<file path="src/rtl/wishbone_arbitrator.sv">
// Round-robin arbiter that shares the decoder's single Wishbone manager port among
// NUM_MANAGERS requesters, holding each grant for a whole cyc and aborting stalled strobes.
module wishbone_arbitrator #(
    parameter int NUM_MANAGERS   = 3,
    parameter int TIMEOUT_CYCLES = 255
) (
    input  logic                          CLK,
    input  logic                          nRST,
    input  logic [NUM_MANAGERS-1:0]       wbs_cyc_i_mgr,
    input  logic [NUM_MANAGERS-1:0]       wbs_stb_i_mgr,
    input  logic [NUM_MANAGERS-1:0]       wbs_we_i_mgr,
    input  logic [NUM_MANAGERS-1:0][31:0] wbs_adr_i_mgr,
    input  logic [NUM_MANAGERS-1:0][31:0] wbs_dat_i_mgr,
    input  logic [NUM_MANAGERS-1:0][3:0]  wbs_sel_i_mgr,
    output logic [NUM_MANAGERS-1:0]       wbs_ack_o_mgr,
    output logic [NUM_MANAGERS-1:0]       wbs_err_o_mgr,
    output logic [NUM_MANAGERS-1:0][31:0] wbs_dat_o_mgr,
    output logic                          wbs_cyc_o_m,
    output logic                          wbs_stb_o_m,
    output logic                          wbs_we_o_m,
    output logic [31:0]                   wbs_adr_o_m,
    output logic [31:0]                   wbs_dat_o_m,
    output logic [3:0]                    wbs_sel_o_m,
    input  logic                          wbs_ack_i_m,
    input  logic [31:0]                   wbs_dat_i_m,
    output logic [NUM_MANAGERS-1:0]       grant_o
);
    localparam int CW = $clog2(TIMEOUT_CYCLES + 1);
    localparam int IW = $clog2(NUM_MANAGERS);
    localparam logic [CW-1:0] TERM_COUNT = CW'(TIMEOUT_CYCLES);
    localparam logic [IW-1:0] LAST_INIT  = IW'(NUM_MANAGERS - 1);

    typedef enum logic [1:0] {
        IDLE  = 2'd0,
        GRANT = 2'd1,
        ABORT = 2'd2
    } state_t;

    state_t                  state_r;
    logic [IW-1:0]           owner_r;
    logic [IW-1:0]           last_r;
    logic [NUM_MANAGERS-1:0] grant_r;
    logic [NUM_MANAGERS-1:0] err_r;
    logic [CW-1:0]           count_r;
    logic [NUM_MANAGERS-1:0] req_s;
    logic [IW-1:0]           pick_s;

    // First requester found scanning upward from last+1 with wrap-around.
    function automatic logic [IW-1:0] rr_pick(input logic [NUM_MANAGERS-1:0] req,
                                              input logic [IW-1:0] last);
        logic [IW-1:0] pick;
        logic [IW-1:0] idx;
        pick = last;
        for (int k = NUM_MANAGERS; k >= 1; k--) begin
            idx = IW'((int'(last) + k) % NUM_MANAGERS);
            if (req[idx]) begin
                pick = idx;
            end
        end
        return pick;
    endfunction

    function automatic logic [NUM_MANAGERS-1:0] to_onehot(input logic [IW-1:0] idx);
        logic [NUM_MANAGERS-1:0] v;
        v      = '0;
        v[idx] = 1'b1;
        return v;
    endfunction

    assign grant_o       = grant_r;
    assign wbs_err_o_mgr = err_r;

    // Request vector and round-robin candidate for the next grant.
    always_comb begin
        req_s  = wbs_cyc_i_mgr & wbs_stb_i_mgr;
        pick_s = rr_pick(req_s, last_r);
    end

    // Route the owner's bus to the decoder and the decoder's response back to the owner only.
    always_comb begin
        wbs_cyc_o_m   = 1'b0;
        wbs_stb_o_m   = 1'b0;
        wbs_we_o_m    = 1'b0;
        wbs_adr_o_m   = 32'h0000_0000;
        wbs_dat_o_m   = 32'h0000_0000;
        wbs_sel_o_m   = 4'h0;
        wbs_ack_o_mgr = '0;
        wbs_dat_o_mgr = '0;
        if (state_r == GRANT) begin
            wbs_cyc_o_m            = wbs_cyc_i_mgr[owner_r];
            wbs_stb_o_m            = wbs_stb_i_mgr[owner_r];
            wbs_we_o_m             = wbs_we_i_mgr[owner_r];
            wbs_adr_o_m            = wbs_adr_i_mgr[owner_r];
            wbs_dat_o_m            = wbs_dat_i_mgr[owner_r];
            wbs_sel_o_m            = wbs_sel_i_mgr[owner_r];
            wbs_ack_o_mgr[owner_r] = wbs_ack_i_m;
            wbs_dat_o_mgr[owner_r] = wbs_dat_i_m;
        end else begin
            wbs_cyc_o_m = 1'b0;
        end
    end

    // Arbitration FSM: grant, hold until cyc drops, abort on a strobe left un-acked too long.
    always_ff @(posedge CLK or negedge nRST) begin
        if (!nRST) begin
            state_r <= IDLE;
            owner_r <= LAST_INIT;
            last_r  <= LAST_INIT;
            grant_r <= '0;
            err_r   <= '0;
            count_r <= '0;
        end else begin
            err_r <= '0;
            case (state_r)
                IDLE: begin
                    count_r <= '0;
                    if (|req_s) begin
                        owner_r <= pick_s;
                        last_r  <= pick_s;
                        grant_r <= to_onehot(pick_s);
                        state_r <= GRANT;
                    end
                end
                GRANT: begin
                    if (!wbs_cyc_i_mgr[owner_r]) begin
                        grant_r <= '0;
                        count_r <= '0;
                        state_r <= IDLE;
                    end else if (!wbs_stb_i_mgr[owner_r] || wbs_ack_i_m) begin
                        // An ack on the terminal count still wins over the abort.
                        count_r <= '0;
                    end else if (count_r == TERM_COUNT) begin
                        err_r   <= to_onehot(owner_r);
                        count_r <= '0;
                        state_r <= ABORT;
                    end else begin
                        count_r <= count_r + CW'(1);
                    end
                end
                ABORT: begin
                    count_r <= '0;
                    if (!wbs_cyc_i_mgr[owner_r]) begin
                        grant_r <= '0;
                        state_r <= IDLE;
                    end
                end
                default: begin
                    grant_r <= '0;
                    count_r <= '0;
                    state_r <= IDLE;
                end
            endcase
        end
    end

endmodule

</file>
<file path="config.mk">
export PLATFORM = sky130hd
export DESIGN_NAME = wishbone_arbitrator
export DESIGN_NICKNAME = d
export VERILOG_FILES = /design/src/rtl/wishbone_arbitrator.sv
export SDC_FILE = /design/constraint.sdc
export NUM_CORES = 1
export LEC_CHECK = 0
export ABC_AREA = 1
export BUFFER_PORTS_ARGS = -buffer_cell sky130_fd_sc_hd__buf_4
export CAP_MARGIN = 25
export CORE_AREA = 2 2 163 165
export CTS_BUF_LIST = sky130_fd_sc_hd__clkbuf_8
export DETAILED_ROUTE_END_ITERATION = 6
export DIE_AREA = 0 0 165 167
export SETUP_SLACK_MARGIN = 0.1
export SYNTH_ARGS = -nofsm -noshare
export SYNTH_HDL_FRONTEND = slang
export SYNTH_SLANG_ARGS = --single-unit
</file>
<file path="constraint.sdc">
create_clock -name CLK -period 2.46 [get_ports CLK]
set_input_delay 0.246 -clock CLK [delete_from_list [all_inputs] [get_ports CLK]]
set_output_delay 0.246 -clock CLK [all_outputs]
set_load 0.05 [all_outputs]
</file>
==> metrics <==
critical setup path kind flip-flop to output pin; clock slew at reported path FFs 70 ps; first-pass GRT wire length 29110 um; final critical path time including I/O delays and setup 2193 ps; smallest setup slack after layout 266.9 ps; remaining design rule violation count 0; Clock H-tree levels 1; main combinational cell family by area after synthesis simple AND/OR/NAND/NOR gates; Setup crit start kind flip-flop; Hold Path Sink count_r[4]; number of standard cells in the layout, taps in and fillers out 1408; total power 9.128 mW; Syn Std Cell Area 3338 um2; fin area 6989 um2; Pwr Density 1306 nW/um2; die footprint 27560 um2; Post-Route Skew 6.504 ps; endpoint of the lowest-slack register-to-register path last_r[0]; Mapped Cells 680; Worst Path Max Fanout 44; Max Clock Freq 456.0 MHz; Starting Density 12.96%; Max IR drop VDD 591.0 uV; remaining antenna violation count after routing 0; critical hold path startpoint wbs_ack_i_m; WL per Instance 14.40 um; Detailed Place HPWL 16750 um; Arr. time, crit path 1950 ps; total CTS buffers 3; slew margin rel. 67.07%; per-cell via count in the routed design 4.134; path type of the worst min-delay path primary input to flip-flop; remaining global-route overflow 0; length of the first detailed-routing pass in iterations 4; final period utilization 89.15%; minimum setup slack after placement 369.6 ps; total wire length 20270 um; post-synthesis xor/xnor area fraction 1.049%; number of placement rows 59; final weighted congestion in routability-driven placement 0.8467; Seq cells post-synth 18; WHS Path Cells 4; filler instances 2886; syn nets 937; total setup violations reported at the end of the flow 0; Netlist cell types 29; CP peak stage delay 460 ps; antenna violations before repair 2; area inside the core boundary 25760 um2; standard cell area after detailed placement 6920 um2; number of hold-slack violations in the final timing report 0; leakage power 3.522 nW; setup fix buffers added after clock tree synthesis 0; maximum clock insertion buffer count 2; die height 167 um; syn avg cell area 4.909 um2; unrepaired setup endpoints after global routing false; number of cells traversed by the worst register-to-register path 10; CTS root buffer sky130_fd_sc_hd__clkbuf_8; vias in the first global route 5526; largest net degree at the start of global routing 46; Synth warnings 0; clock sinks 18; overall track demand over capacity in global routing 13.32%; source-to-sink clock delay at the later pin of the worst-skew pair 250 ps; most common cell type on the critical path sky130_fd_sc_hd__nand2_1; count of boundary I/O pins 424; placed insts 1401; area added between synthesis and finish 109.4%; crit path from last_r[0]; reg-to-reg slack, setup 480 ps; sequential element share of the synthesized area 13.53%; run status completed; adder and majority cell fraction of the synthesized area 3.373%; post-synthesis simple-gate area fraction 49.21%; Slowest-stage cell, CP sky130_fd_sc_hd__dfrtp_2; total of max-cap violations 0; nature of the critical path endpoint output pin; max-slew violation total from the final report 0; width of the die 165 um; Final #Nets 1329; actual slew at the worst max-slew pin 494.0 ps; DRT iter0 DRCs 196; number of buffers inserted by port buffering 423; clock tree from TritonCTS built; FF-to-FF Start last_r[1]; fraction of final layout cells with drive strength greater than 1 44.54%; synthesized-area fraction occupied by ao, oa, aoi and oai cells 23.61%; multiplexer share of the synthesized area 0%; total via count after detailed routing 5820; Crit path required time 2210 ps; sequence of cells on the critical path inv_6 > nand2_1 > inv_4 > buf_12 > nand2_1 > a21oi_1 > buf_4
power by group:
| part | leakage [nW] | switching (mW) | internal, mW |
|---|---|---|---|
| combinational | 3.25 | 6.10 | 2.42 |
| clock | 0.0269 | 0.0959 | 0.111 |
| sequential | 0.240 | 0.0509 | 0.352 |
layer usage:
metal  vias up  part of all wire [%]  global-route usage [%]
met4         2                   1.9                   2.647
li1       2940                     -                       -
met2       288                    52                   26.29
met1      2572                    37                   14.19
met5         -                 0.064                       0
met3        18                   9.0                   2.889
registers in the layout, summed over array words and instances (netlist names):
register	flops
count_r	8
grant_o	3
last_r	2
state_r	2
wbs_err_o_mgr	3
cell usage in the layout, fill, tap and decap left out, drive strengths merged:
master | Yosys | routed
buf | 20 | 438
nor2 | 258 | 258
nand2 | 145 | 145
o21ai | 80 | 80
a21oi | 73 | 73
inv | 18 | 20
dfrtp | 17 | 17
nand3 | 10 | 10
ha | 9 | 9
nand4 | 4 | 4
xor2 | 4 | 4
clkbuf | 32 | 3
nor3 | 3 | 3
diode | 0 | 2
clkinv | 3 | 2
or2 | 1 | 1
and2 | 1 | 1
o21a | 1 | 1
dlygate4sd3 | 0 | 1
dfstp | 1 | 1
Yosys cell counts:
library cell | instances | area, um2
sky130_fd_sc_hd__a21oi_1 | 73 | 365.4
sky130_fd_sc_hd__and2_1 | 1 | 6.260
sky130_fd_sc_hd__buf_1 | 10 | 37.54
sky130_fd_sc_hd__buf_2 | 7 | 35.03
sky130_fd_sc_hd__buf_6 | 3 | 33.78
sky130_fd_sc_hd__clkbuf_1 | 32 | 120.1
sky130_fd_sc_hd__clkinv_1 | 3 | 11.26
sky130_fd_sc_hd__dfrtp_1 | 17 | 425.4
sky130_fd_sc_hd__dfstp_2 | 1 | 26.28
sky130_fd_sc_hd__ha_1 | 9 | 112.6
sky130_fd_sc_hd__inv_1 | 15 | 56.30
sky130_fd_sc_hd__inv_2 | 2 | 7.510
sky130_fd_sc_hd__inv_4 | 1 | 6.260
sky130_fd_sc_hd__nand2_1 | 144 | 540.5
sky130_fd_sc_hd__nand2_2 | 1 | 6.260
sky130_fd_sc_hd__nand3_1 | 10 | 50.05
sky130_fd_sc_hd__nand4_1 | 4 | 25.02
sky130_fd_sc_hd__nor2_1 | 253 | 949.7
sky130_fd_sc_hd__nor2_2 | 4 | 25.02
sky130_fd_sc_hd__nor2_4 | 1 | 11.26
sky130_fd_sc_hd__nor3_1 | 2 | 10.01
sky130_fd_sc_hd__nor3_2 | 1 | 10.01
sky130_fd_sc_hd__o21a_1 | 1 | 7.510
sky130_fd_sc_hd__o21ai_0 | 75 | 375.4
sky130_fd_sc_hd__o21ai_1 | 3 | 15.01
sky130_fd_sc_hd__o21ai_2 | 1 | 8.760
sky130_fd_sc_hd__o21ai_4 | 1 | 16.27
sky130_fd_sc_hd__or2_4 | 1 | 8.760
sky130_fd_sc_hd__xor2_1 | 4 | 35.03
worst max path at each step:
stage / depth (start not counted) / slack (ps) / end
global route: 6 / 120 / wbs_dat_o_mgr[54]
global placement: 7 / 400 / wbs_adr_o_m[15]
CTS: 7 / 150 / wbs_adr_o_m[6]
detailed placement: 7 / 370 / wbs_adr_o_m[6]
finish: 7 / 270 / wbs_adr_o_m[6]
floorplan: 9 / -70 / wbs_dat_o_mgr[65]
cell type report:
| cell class | count | area [um2] | area share [%] |
|---|---|---|---|
| inverter | 21 | 86.33 | 1.235 |
| antenna | 2 | 5.005 | 0.07161 |
| tap | 335 | 419.2 | 5.997 |
| timing repair buffer | 439 | 3352 | 47.96 |
| clock inverter | 1 | 3.754 | 0.05371 |
| multi-input combinational | 589 | 2629 | 37.61 |
| sequential | 18 | 452.9 | 6.480 |
| clock buffer | 3 | 41.29 | 0.5908 |
what timing repair did:
action,in CTS,in global routing
hold buffers,1,0
endpoints found under the setup margin,1,31
pin swaps,0,0
resized for setup,1,2
hold endpoints to repair,17,0
per-stage QoR:
| stage | hold slack [ps] | setup TNS (ps) | util, % |
|---|---|---|---|
| 4_1_cts | 299.7 | 0 | 27.08 |
| 2_1_floorplan | -49.59 | -2830 | - |
| 3_5_place_dp | 133.5 | 0 | 26.86 |
| 3_3_place_gp | 133.4 | 0 | 26.86 |
| 6_report | 302.3 | 0 | 27.13 |
| 5_1_grt | 335.0 | 0 | 27.12 |
worst max-delay path: cells and delay by family (launching register included):
kind,cells,cell delay (ps)
flops,1,460
simple gates,2,200
compound gates,1,240
buf+inv,4,780
cells by family after synthesis:
logic type / after synthesis
DFF: 18
AOI/OAI and AO/OA: 154
xor gates and xnor gates: 4
and+or+nand+nor: 422
adders and majority gates: 9
buffers and inverters: 73
Note: power is estimated with default switching activity, not from simulation.
